--- src/rtl/expr_eval_if.sv ---
// Character stream in, expression result out, for expr_eval_ctrl.
// master = character source / result consumer side, slave = evaluator side.
interface expr_eval_if #(
  parameter int WIDTH = 16
);
  logic [7:0]       in_data;
  logic             in_valid;
  logic             in_ready;
  logic [WIDTH-1:0] res_data;
  logic             res_err;
  logic             res_valid;
  logic             res_ready;
  logic             busy;

  modport master (
    output in_data, in_valid, res_ready,
    input  in_ready, res_data, res_err, res_valid, busy
  );

  modport slave (
    input  in_data, in_valid, res_ready,
    output in_ready, res_data, res_err, res_valid, busy
  );
endinterface

--- src/rtl/expr_eval_ctrl.sv ---
// Streaming recognizer/evaluator for ASCII "num (op num)* =" expressions, one result per '='.
// Optional feature macro EXPR_MUL_EN: '*' becomes a multiply with precedence over +/-.
module expr_eval_ctrl #(
  parameter int WIDTH = 16
) (
  input  logic      clk,
  input  logic      clr,
  expr_eval_if.slave io
);

  typedef enum logic [2:0] {
    S_IDLE = 3'd0,
    S_NUM  = 3'd1,
    S_OP   = 3'd2,
    S_ERR  = 3'd3,
    S_DONE = 3'd4
  } state_t;

  typedef enum logic [2:0] {
    C_DIG   = 3'd0,
    C_ADD   = 3'd1,
    C_SUB   = 3'd2,
    C_MUL   = 3'd3,
    C_EQ    = 3'd4,
    C_OTHER = 3'd5
  } cls_t;

  localparam logic [WIDTH-1:0] ONE = {{(WIDTH-1){1'b0}}, 1'b1};

  function automatic cls_t classify(input logic [7:0] ch);
    cls_t c;
    if ((ch >= 8'h30) && (ch <= 8'h39)) c = C_DIG;
    else if (ch == 8'h2B)               c = C_ADD;
    else if (ch == 8'h2D)               c = C_SUB;
`ifdef EXPR_MUL_EN
    else if (ch == 8'h2A)               c = C_MUL;
`endif
    else if (ch == 8'h3D)               c = C_EQ;
    else                                c = C_OTHER;
    return c;
  endfunction

  state_t           state_r, state_nxt_s;
  logic [WIDTH-1:0] acc_r, acc_nxt_s;
  logic [WIDTH-1:0] num_r, num_nxt_s;
  logic             sgn_r, sgn_nxt_s;
  logic [WIDTH-1:0] res_data_r, res_data_nxt_s;
  logic             res_err_r, res_err_nxt_s;
  logic             res_valid_r, in_ready_r, busy_r;

  logic             accept_s;
  cls_t             cls_s;
  logic [WIDTH-1:0] digit_s, num10_s, prod_s, eval_s;

  assign accept_s = io.in_valid && in_ready_r;
  assign cls_s    = classify(io.in_data);
  assign digit_s  = {{(WIDTH-4){1'b0}}, io.in_data[3:0]};
  assign num10_s  = (num_r << 3'd3) + (num_r << 3'd1) + digit_s;

`ifdef EXPR_MUL_EN
  logic [WIDTH-1:0] term_r, term_nxt_s;
  assign prod_s = term_r * num_r;
`else
  assign prod_s = num_r;
`endif

  // Pending term folded into the accumulator with the sign of the operator that preceded it
  assign eval_s = sgn_r ? (acc_r - prod_s) : (acc_r + prod_s);

  // Next-state and datapath update; only an accepted character advances, S_DONE waits on res_ready
  always_comb begin
    state_nxt_s    = state_r;
    acc_nxt_s      = acc_r;
    num_nxt_s      = num_r;
    sgn_nxt_s      = sgn_r;
    res_data_nxt_s = res_data_r;
    res_err_nxt_s  = res_err_r;
`ifdef EXPR_MUL_EN
    term_nxt_s     = term_r;
`endif
    if (state_r == S_DONE) begin
      if (io.res_ready) begin
        state_nxt_s = S_IDLE;
        acc_nxt_s   = '0;
        num_nxt_s   = '0;
        sgn_nxt_s   = 1'b0;
`ifdef EXPR_MUL_EN
        term_nxt_s  = ONE;
`endif
      end else begin
        state_nxt_s = S_DONE;
      end
    end else if (accept_s) begin
      case (state_r)
        S_IDLE, S_OP: begin
          case (cls_s)
            C_DIG: begin
              state_nxt_s = S_NUM;
              num_nxt_s   = digit_s;
            end
            C_EQ: begin
              state_nxt_s    = S_DONE;
              res_data_nxt_s = '0;
              res_err_nxt_s  = 1'b1;
            end
            default: state_nxt_s = S_ERR;
          endcase
        end
        S_NUM: begin
          case (cls_s)
            C_DIG: num_nxt_s = num10_s;
            C_ADD, C_SUB: begin
              state_nxt_s = S_OP;
              acc_nxt_s   = eval_s;
              num_nxt_s   = '0;
              sgn_nxt_s   = (cls_s == C_SUB);
`ifdef EXPR_MUL_EN
              term_nxt_s  = ONE;
`endif
            end
`ifdef EXPR_MUL_EN
            C_MUL: begin
              state_nxt_s = S_OP;
              term_nxt_s  = prod_s;
              num_nxt_s   = '0;
            end
`endif
            C_EQ: begin
              state_nxt_s    = S_DONE;
              acc_nxt_s      = eval_s;
              res_data_nxt_s = eval_s;
              res_err_nxt_s  = 1'b0;
            end
            default: state_nxt_s = S_ERR;
          endcase
        end
        S_ERR: begin
          if (cls_s == C_EQ) begin
            state_nxt_s    = S_DONE;
            res_data_nxt_s = '0;
            res_err_nxt_s  = 1'b1;
          end else begin
            state_nxt_s = S_ERR;
          end
        end
        default: state_nxt_s = S_IDLE;
      endcase
    end else begin
      state_nxt_s = state_r;
    end
  end

  // State, datapath and registered handshake outputs derived from the next state
  always_ff @(posedge clk) begin
    if (clr) begin
      state_r     <= S_IDLE;
      acc_r       <= '0;
      num_r       <= '0;
      sgn_r       <= 1'b0;
      res_data_r  <= '0;
      res_err_r   <= 1'b0;
      res_valid_r <= 1'b0;
      in_ready_r  <= 1'b1;
      busy_r      <= 1'b0;
`ifdef EXPR_MUL_EN
      term_r      <= ONE;
`endif
    end else begin
      state_r     <= state_nxt_s;
      acc_r       <= acc_nxt_s;
      num_r       <= num_nxt_s;
      sgn_r       <= sgn_nxt_s;
      res_data_r  <= res_data_nxt_s;
      res_err_r   <= res_err_nxt_s;
      res_valid_r <= (state_nxt_s == S_DONE);
      in_ready_r  <= (state_nxt_s != S_DONE);
      busy_r      <= (state_nxt_s == S_NUM) || (state_nxt_s == S_OP) || (state_nxt_s == S_ERR);
`ifdef EXPR_MUL_EN
      term_r      <= term_nxt_s;
`endif
    end
  end

  assign io.in_ready  = in_ready_r;
  assign io.res_data  = res_data_r;
  assign io.res_err   = res_err_r;
  assign io.res_valid = res_valid_r;
  assign io.busy      = busy_r;

endmodule
--- src/flat_wrapper.sv ---
// flat-port wrapper written by rule: the top's interface ports become plain ports
module expr_eval_ctrl_flat 
#(
  parameter int WIDTH = 16
)
  (clk, clr, io_in_data, io_in_valid, io_res_ready, io_in_ready, io_res_data, io_res_err, io_res_valid, io_busy);
  expr_eval_if #(.WIDTH(WIDTH)) io_i ();
  input  logic clk;
  input  logic clr;
  input wire logic [$bits(io_i.in_data)-1:0] io_in_data;
  input wire logic [$bits(io_i.in_valid)-1:0] io_in_valid;
  input wire logic [$bits(io_i.res_ready)-1:0] io_res_ready;
  output wire logic [$bits(io_i.in_ready)-1:0] io_in_ready;
  output wire logic [$bits(io_i.res_data)-1:0] io_res_data;
  output wire logic [$bits(io_i.res_err)-1:0] io_res_err;
  output wire logic [$bits(io_i.res_valid)-1:0] io_res_valid;
  output wire logic [$bits(io_i.busy)-1:0] io_busy;
  assign io_i.in_data = io_in_data;
  assign io_i.in_valid = io_in_valid;
  assign io_i.res_ready = io_res_ready;
  assign io_in_ready = io_i.in_ready;
  assign io_res_data = io_i.res_data;
  assign io_res_err = io_i.res_err;
  assign io_res_valid = io_i.res_valid;
  assign io_busy = io_i.busy;
  expr_eval_ctrl #(.WIDTH(WIDTH)) u_core (.clk(clk), .clr(clr), .io(io_i));
endmodule
--- config.mk ---
export PLATFORM = sky130hd
export DESIGN_NAME = expr_eval_ctrl_flat
export DESIGN_NICKNAME = d
export VERILOG_FILES = /design/src/rtl/expr_eval_if.sv /design/src/rtl/expr_eval_ctrl.sv /design/src/flat_wrapper.sv
export SDC_FILE = /design/constraint.sdc
export NUM_CORES = 1
export LEC_CHECK = 0
export ABC_AREA = 0
export BUFFER_PORTS_ARGS = -buffer_cell sky130_fd_sc_hd__buf_4
export CORE_ASPECT_RATIO = 1.25
export CORE_MARGIN = 2
export CORE_UTILIZATION = 40
export DETAILED_ROUTE_END_ITERATION = 16
export PLACE_DENSITY = 0.56
export SYNTH_ARGS = -nofsm -noshare
export SYNTH_HDL_FRONTEND = slang
export SYNTH_SLANG_ARGS = --single-unit
--- constraint.sdc ---
create_clock -name clk -period 3.1 [get_ports clk]
set_clock_uncertainty 0.15 [all_clocks]
set_input_delay 0.465 -clock clk [delete_from_list [all_inputs] [get_ports clk]]
set_output_delay 0.465 -clock clk [all_outputs]
set_load 0.01 [all_outputs]
==> out/results.txt, run 1 <==
register area share after synthesis: 0.280
critical path fanouts, max: 3
CP delay by family, top: simple AND/OR/NAND/NOR gates
Starting DRT DRC Count: 127
vias in the first global route: 3,387
Crit. End Element: flop
drt drc: 0
DR WL/cell: 14.4 um
CTS Hold Bufs: 0
final wirelength: 9830 um
Leakage: 0.00206 uW
crit-path most repeated cell: a21oi_2
NumNets Final: 614
Clock Path Buffers: 2
cell count after placement: 670
Crit-path slowest cell: or4_4
initial cell density of the core: 0.413
CORE AREA: 9710 um^2
max-cap violations: 0
Post-Syn Area: 4010 um^2
minimum period implied by the final worst setup slack: 3.09 ns
reg2reg start: u_core.num_r[5]$_SDFFE_PP0P_
setup ws final: 0.00665 ns
Tot Pwr: 2050 uW
global-route wire length before repair: 15,600 um
Worst-Margin Slew: 0.705 ns
GP Congestion: 0.849
Worst slew margin: 0.528
Mapped Cells: 499
status: complete, no violations
via/cell ratio: 5.35
H-tree Lvls: 2
width of the die: 93.6 um
Worst R2R End: u_core.io.res_data[15]$_SDFFE_PP0P_
maximum clock frequency: 0.323 GHz
die area: 10,800 um^2
clk sinks: 56
reg2reg path depth: 13
total gr overflow: 0
Routed Antenna Nets: 0
Synthesis Warnings: 0
detailed placer's ending HPWL: 7510 um
Place WS: -0.0463 ns
Most used DFF post-synth: dfxtp_1
Port Buffer Count: 31
CTS tree: built
Setup-failing EPs final: 0
layout cell share with drive strength beyond 1: 0.194
PwrDens: 421 nW/um^2
Clock Tree Root: clkbuf_16
Cell Rows: 40
Finished Core Util: 0.501
antenna cells: 0
Max VDD drop: 0.000195 V
Non-Filler Instances: 684
synthesis-to-finish area growth: 21.2%
Vias: 3,660
Yosys cell types: 60
latest clock arrival within the worst-skew pair: 0.30 ns
DRT Pass-1 Iters: 4
crit-path cells: or4_4 > or3_4 > inv_2 > a21oi_2 > xnor2_1 > ha_1 > o21a_1 > o211ai_1 > nand2_1 > a21oi_2 > a21oi_2 > xnor2_2 > o21ai_1
Inserted Clock Buffers: 5
Clk pin slew, worst setup/hold paths: 0.07 ns
area of the multi-input gates: 2810 um^2
Buf+Inv Stages, Crit Path: 1
Worst setup SP type: flop
storage element area: 1130 um^2
# fillers: 963
RSZ-0062 raised after global routing: yes
Hold Path Sink: u_core.io.res_data[8]$_SDFFE_PP0P_
Final Max Slew Viols: 0
Hold Crit Class: reg -> reg
Die Y: 116 um
flop-to-flop setup slack: 0.007 ns
number of synthesized flops with an enable pin: 0
Post-synth ARST share: 0
Synth Area per Inst: 8.04 um^2
crit path DAT: 3.12 ns
CP required: 3.13 ns
total track usage: 0.179
initial antenna violation count: 0
Worst Min Path Start: u_core.io.res_data[8]$_SDFFE_PP0P_
setup TNS: 0 ns
#FFs+latches synth: 56
final period utilization: 0.998
Crit Path Class: reg -> reg
largest net degree at the start of global routing: 57
Hold Fails Final Rpt: 0
IO Count: 32
Syn Nets: 556
Hold Path Stages: 2
Largest stage delay, worst path: 0.53 ns
==> synthesized netlist by cell type, drive strengths merged (5+ instances only) <==
cell	count	area share
a21oi	52	0.066
o21ai	20	0.025
o21a	5	0.0094
xor2	10	0.022
xnor2	28	0.063
or3	10	0.017
nor2b	8	0.012
a21o	8	0.015
nor2	51	0.048
dfxtp	56	0.28
a211oi	10	0.019
inv	17	0.016
nor3	19	0.025
nand2	43	0.040
ha	42	0.13
nand2b	7	0.011
nand3	21	0.026
clkbuf	16	0.015
a31oi	10	0.016
==> registers in the layout, summed over array words and instances, names as in the netlist, 3 cells and up <==
register	cells
u_core.num_r	16
u_core.acc_r	16
u_core.io.res_data	16
u_core.state_r	3
==> layout make-up <==
class | instances | share of cell area
Clock buffer | 5 | 0.0257
Inverter | 17 | 0.0131
Multi-Input combinational cell | 406 | 0.579
Tap cell | 126 | 0.0324
Timing Repair Buffer | 71 | 0.110
Sequential cell | 56 | 0.232
Clock inverter | 3 | 0.00875
==> logic make-up after synthesis <==
group | synth area share
AO/OA/AOI/OAI | 0.215
XOR/XNOR | 0.0849
adder cells (fa/ha/maj) | 0.146
buffers and inverters | 0.0359
flip-flops | 0.280
multiplexers | 0.00530
AND/OR/NAND/NOR | 0.233
==> stage by stage <==
stage	cell area (um^2)	hold slack [ns]
global route	4860	0.325
finish	4860	0.302
global placement	4580	0.285
detailed placement	4580	0.295
CTS	4750	0.307
floorplan	4010	0.298
==> power by group <==
group / total, uW / leakage (uW) / internal, uW / switching, uW
Clock: 648 / 0.0000798 / 380 / 267
Sequential: 740 / 0.000454 / 728 / 11.7
Combinational: 659 / 0.00152 / 312 / 347
Total: 2050 / 0.00206 / 1420 / 626
==> placed cells by master, fill, tap and decap left out, drive strengths merged, types with 17 or more instances in the layout <==
cell type / Yosys / routed
nor2: 51 / 51
a21oi: 52 / 52
nand3: 21 / 21
dfxtp: 56 / 56
buf: 4 / 71
nand2: 43 / 43
xnor2: 28 / 28
ha: 42 / 42
nor3: 19 / 19
inv: 17 / 17
o21ai: 20 / 20
==> repair_timing <==
item	in CTS	in global routing
pin swaps	0	13
endpoints found under the setup margin	2	13
resized for setup	1	22
buffers inserted	0	6
==> routing by layer <==
metal,GRT usage,vias to the layer above,share of wire,wire length (um)
li1,-,1931,-,-
met1,0.229,1691,0.47,4620
met2,0.315,31,0.50,4900
met3,0.0195,7,0.020,192
met4,0.0609,0,0.013,128
met5,0,-,0,0
==> tightest hold or removal path, delay by kind of cell (launching register included) <==
family,cells,cell delay [ns]
AO/OA/AOI/OAI,1,0.05
AND/OR/NAND/NOR,1,0.05
flip-flops,1,0.31
==> worst max-delay path by stage <==
stage                                            start                                   to  slack [ns]  cells past startpoint
after CTS                 u_core.num_r[5]$_SDFFE_PP0P_  u_core.io.res_data[15]$_SDFFE_PP0P_       0.004                     12
final                     u_core.num_r[5]$_SDFFE_PP0P_  u_core.io.res_data[15]$_SDFFE_PP0P_       0.007                     13
after detailed placement  u_core.num_r[5]$_SDFFE_PP0P_        u_core.acc_r[14]$_SDFFE_PP0P_       -0.05                     11
after global placement                   io_in_data[3]        u_core.num_r[14]$_SDFFE_PP0P_        0.02                     11
after global routing      u_core.num_r[5]$_SDFFE_PP0P_  u_core.io.res_data[15]$_SDFFE_PP0P_       -0.19                     13
after floorplan           u_core.num_r[5]$_SDFFE_PP0P_        u_core.acc_r[14]$_SDFFE_PP0P_        0.01                     11
No activity file was read; power rests on OpenSTA's default activity.
==> run 2, diff against run 1 <==
CELL_PAD_IN_SITES_DETAIL_PLACEMENT = 1   (was not set)
CELL_PAD_IN_SITES_GLOBAL_PLACEMENT = 1   (was not set)
PLACE_DENSITY = 0.72   (was 0.56)
==> run 2 against run 1 <==
  * Final cell count stayed put
  * Critical path depth is 2 lower
  * Sequential share of layout area is 0.33 points lower
  * Global-route usage is 4.0 points higher
  * Via count is 4.1% higher
  * Total power is 1.5% higher
  * Utilization is 0.72 points higher
  * Critical endpoint is now u_core.acc_r[13]$_SDFFE_PP0P_
  * Count of clock-buffer cells in the layout is 1 higher
  * Worst hold slack better by 0.0058 ns
  * Routed wire length is 18% higher
  * Sequential power hardly changed
==> out/results.txt, run 2 (synthesized netlist as in run 1, its figures left out) <==
Clock Path Buffers: 2
GP Congestion: 0.795
latest clock arrival within the worst-skew pair: 0.30 ns
initial antenna violation count: 0
total track usage: 0.220
Finished Core Util: 0.508
Port Buffer Count: 31
CTS tree: built
total gr overflow: 0
synthesis-to-finish area growth: 23.0%
setup TNS: 0 ns
Hold Fails Final Rpt: 0
Routed Antenna Nets: 0
Largest stage delay, worst path: 0.53 ns
global-route wire length before repair: 19,300 um
layout cell share with drive strength beyond 1: 0.219
critical path fanouts, max: 3
DRT Pass-1 Iters: 4
Final Max Slew Viols: 0
setup ws final: 0.00929 ns
PwrDens: 421 nW/um^2
DR WL/cell: 16.9 um
IO Count: 32
Vias: 3,810
crit-path most repeated cell: or4_4
commonest cells after routing, fill and taps aside: buf_4, dfxtp_1, nor2_1, a21oi_1, nand2_1
clk sinks: 56
Max VDD drop: 0.000233 V
vias in the first global route: 4,007
die area: 10,800 um^2
crit path DAT: 3.18 ns
via/cell ratio: 5.57
width of the die: 93.6 um
RSZ-0062 raised after global routing: yes
final period utilization: 0.997
Worst-Margin Slew: 0.726 ns
most common cell after layout, fill and taps aside: buf_4
CP delay by family, top: simple AND/OR/NAND/NOR gates
NumNets Final: 614
placed cell area: 4580 um^2
antenna cells: 0
Inserted Clock Buffers: 5
final hold slack: 0.308 ns
maximum clock frequency: 0.324 GHz
Crit. End Element: flop
CP required: 3.18 ns
largest net degree at the start of global routing: 57
max-cap violations: 0
Place WS: -0.0873 ns
Clk pin slew, worst setup/hold paths: 0.07 ns
drt drc: 0
Cell Rows: 40
Buf+Inv Stages, Crit Path: 1
status: complete, no violations
initial cell density of the core: 0.413
H-tree Lvls: 2
final wirelength: 11,600 um
Worst slew margin: 0.514
Layout Cell Area excl Fill: 4930 um^2
Setup-failing EPs final: 0
CORE AREA: 9710 um^2
Clock Tree Root: clkbuf_16
Die Y: 116 um
Crit Path Class: reg -> reg
crit-path cells: or4_4 > or3_4 > inv_2 > a21oi_2 > xnor2_1 > ha_2 > o21a_1 > nand2_1 > o21a_4 > or4_4 > nand3_2
Crit-path slowest cell: or4_4
minimum period implied by the final worst setup slack: 3.09 ns
Starting DRT DRC Count: 113
Worst setup SP type: flop
detailed placer's ending HPWL: 8790 um
Leakage: 0.00207 uW
Hold Crit Class: reg -> reg
# fillers: 1,218
[run 2: final cells by class]
class / instances / area [um^2] / share of cell area
Multi-Input combinational cell: 406 / 2890 / 0.585
Tap cell: 126 / 158 / 0.0320
Inverter: 17 / 63.8 / 0.0129
Clock buffer: 6 / 129 / 0.0261
Sequential cell: 56 / 1130 / 0.228
Clock inverter: 2 / 35.0 / 0.00710
Timing Repair Buffer: 71 / 533 / 0.108
[run 2: power by group]
part           switching, uW  internal, uW
Sequential              12.6           728
Clock                    262           381
Combinational            381           312
Total                    655          1420
[run 2: metal layers]
| layer | part of all wire | wire [um] | vias to the layer above | global-route usage |
|---|---|---|---|---|
| met4 | 0.024 | 276 | 0 | 0.0705 |
| met3 | 0.018 | 208 | 15 | 0.0280 |
| met1 | 0.44 | 5140 | 1836 | 0.267 |
| met2 | 0.51 | 5940 | 40 | 0.401 |
| met5 | 0 | 0 | - | 0 |
| li1 | - | - | 1919 | - |
[run 2: what timing repair did]
item / in CTS / in global routing
resized for setup: 10 / 31
hold buffers: 0 / 0
setup endpoints to repair: 9 / 12
pin swaps: 5 / 26
buffers inserted: 1 / 4
[run 2: worst paths after layout]
check	start	end	slack, ns	cells after the start
setup / recovery	u_core.num_r[5]$_SDFFE_PP0P_	u_core.acc_r[13]$_SDFFE_PP0P_	0.009	11
hold / removal	u_core.io.res_data[12]$_SDFFE_PP0P_	u_core.io.res_data[12]$_SDFFE_PP0P_	0.31	2
setup reg to reg	u_core.num_r[5]$_SDFFE_PP0P_	u_core.acc_r[13]$_SDFFE_PP0P_	0.009	11
hold reg to reg	u_core.io.res_data[12]$_SDFFE_PP0P_	u_core.io.res_data[12]$_SDFFE_PP0P_	0.31	2
[run 2: stage by stage]
stage	cells	total power, uW
2_1_floorplan	499	1190
5_1_grt	684	2190
6_report	684	2080
3_5_place_dp	671	1380
4_1_cts	680	2050
3_3_place_gp	671	1360
[run 2: worst min-delay path, delay by kind of cell (launching register included)]
kind,cells,cell delay [ns]
and+or+nand+nor,1,0.04
DFF,1,0.33
AOI/OAI and AO/OA,1,0.06
==> run 3, diff against run 2 <==
CORE_UTILIZATION = 41   (was 40)
PLACE_DENSITY = 0.78   (was 0.72)
==> run 3 against run 2 <==
  * The flow now finishes with violations (negative setup slack)
  * Combinational power is 5.1% higher
  * Worst setup slack worse by 0.058 ns
  * Highest routed layer unchanged
  * Sequential power hardly changed
  * Global-route usage is 0.30 points lower
  * Critical endpoint is now u_core.acc_r[15]$_SDFFE_PP0P_
  * Via count is 3.5% higher
  * Routed wire length is 2.7% higher
==> out/results.txt, run 3 (synthesized netlist as in run 1, its figures left out) <==
via/cell ratio: 5.75
initial antenna violation count: 0
Inserted Clock Buffers: 5
grt met2 use: 0.410
H-tree Lvls: 2
NetSw: 683 uW
commonest cells after routing, fill and taps aside: buf_4, dfxtp_1, nor2_1, a21oi_1, nand2_1
Crit Path Class: reg -> reg
largest net degree at the start of global routing: 31
# fillers: 1,164
Worst setup SP type: flop
Vias: 3,944
Port Buffer Count: 31
detailed placer's ending HPWL: 8790 um
most common cell after layout, fill and taps aside: buf_4
layout cell share with drive strength beyond 1: 0.218
failing checks: negative setup slack
Sw Ratio: 0.321
CORE AREA: 9560 um^2
NumNets Final: 616
Leakage: 0.00207 uW
RSZ-0062 raised after global routing: yes
GP Congestion: 0.842
Clk pin slew, worst setup/hold paths: 0.07 ns
final wirelength: 11,900 um
vias in the first global route: 3,954
synthesis-to-finish area growth: 22.8%
status: complete, but fails checks
clock share of power: 0.309
Cell Rows: 40
maximum clock frequency: 0.318 GHz
Final Max Slew Viols: 0
final period utilization: 1.02
width of the die: 92.5 um
Clock Path Buffers: 2
Die Y: 115 um
Starting DRT DRC Count: 150
Setup-failing EPs final: 1
Worst-Margin Slew: 0.739 ns
total track usage: 0.217
CP required: 3.16 ns
Routed Antenna Nets: 0
IO Count: 32
GR Util met3: 0.0237
DR WL/cell: 17.3 um
area of the multi-input gates: 2860 um^2
Tot Pwr: 2130 uW
Clock Tree Root: clkbuf_16
minimum period implied by the final worst setup slack: 3.15 ns
CTS tree: built
GRT busiest layer: met2
storage element area: 1130 um^2
DRT Pass-1 Iters: 4
PwrDens: 432 nW/um^2
met1 Resource Use GR: 0.259
setup ws final: -0.0491 ns
logic gate share of total power: 0.342
Max VDD drop: 0.000212 V
total gr overflow: 0
Pint: 1440 uW
setup TNS: -0.0491 ns
max-cap violations: 0
Worst slew margin: 0.506
drt drc: 0
latest clock arrival within the worst-skew pair: 0.30 ns
antenna cells: 0
crit path DAT: 3.21 ns
Crit. End Element: flop
critical path fanouts, max: 3
die area: 10,600 um^2
Hold Crit Class: reg -> reg
Seq pwr share: 0.348
initial cell density of the core: 0.420
Hold Fails Final Rpt: 0
clk sinks: 56
global-route wire length before repair: 18,700 um
## run 3: changes by cell type in the layout (fill, tap and decap cells not counted), sizes merged
cell    delta
clkbuf     -1
buf        +2
clkinv     +1
## run 3: stage by stage
step                 util  hold slack (ns)  cells  setup WS [ns]  instance area (um^2)
floorplan               -            0.298    499         0.0112                  4010
global placement    0.478            0.288    669         0.0371                  4570
detailed placement  0.478            0.304    669        -0.0660                  4570
CTS                 0.500            0.315    677        0.00174                  4780
global route        0.515            0.334    686         -0.171                  4920
finish              0.515            0.310    686        -0.0491                  4920
## run 3: cell type report
cell class / count / area share
repair buffers: 73 / 0.111
well taps: 126 / 0.0320
multi-input cells: 406 / 0.580
inverters: 17 / 0.0130
clock buffers: 5 / 0.0254
clock inverters: 3 / 0.00965
flip-flops and latches: 56 / 0.229
## run 3: power groups by stage
stage | combinational [uW] | sequential, uW | clock, uW
after global routing | 787 | 741 | 694
after global placement | 593 | 754 | 0
after floorplan | 436 | 752 | 0
after CTS | 639 | 738 | 665
after detailed placement | 620 | 754 | 0
final | 728 | 740 | 658
## run 3: worst paths after layout
path / startpoint / endpoint / slack (ns) / depth (start not counted)
worst max-delay path: u_core.num_r[5]$_SDFFE_PP0P_ / u_core.acc_r[15]$_SDFFE_PP0P_ / -0.05 / 13
worst min-delay path: u_core.io.res_data[5]$_SDFFE_PP0P_ / u_core.io.res_data[5]$_SDFFE_PP0P_ / 0.31 / 2
worst max register to register: u_core.num_r[5]$_SDFFE_PP0P_ / u_core.acc_r[15]$_SDFFE_PP0P_ / -0.05 / 13
worst min register to register: u_core.io.res_data[5]$_SDFFE_PP0P_ / u_core.io.res_data[5]$_SDFFE_PP0P_ / 0.31 / 2
## run 3: timing repair
item                                    in CTS  in global routing
hold buffers                                 0                  0
endpoints found under the setup margin       7                 16
resized for setup                           10                 23
endpoints found under the hold margin        0                  0
buffers inserted                             0                  9
pin swaps                                    1                 24
## run 3: critical path, cell delays in order, from the launching register on
cell and delay (ns):
dfxtp_2 0.32, or4_4 0.52, or3_4 0.38, inv_2 0.08, a21oi_2 0.05, xnor2_1 0.13, ha_1 0.33, o21a_1 0.16
o211ai_1 0.27, nand2_1 0.10, a21oi_2 0.14, a21oi_2 0.06, xnor2_2 0.14, o31ai_2 0.22
## run 3: layer usage
metal / part of all wire / vias to the layer above
met1: 0.44 / 1961
li1: - / 1922
met2: 0.52 / 46
met4: 0.017 / 0
met5: 0 / -
met3: 0.022 / 15
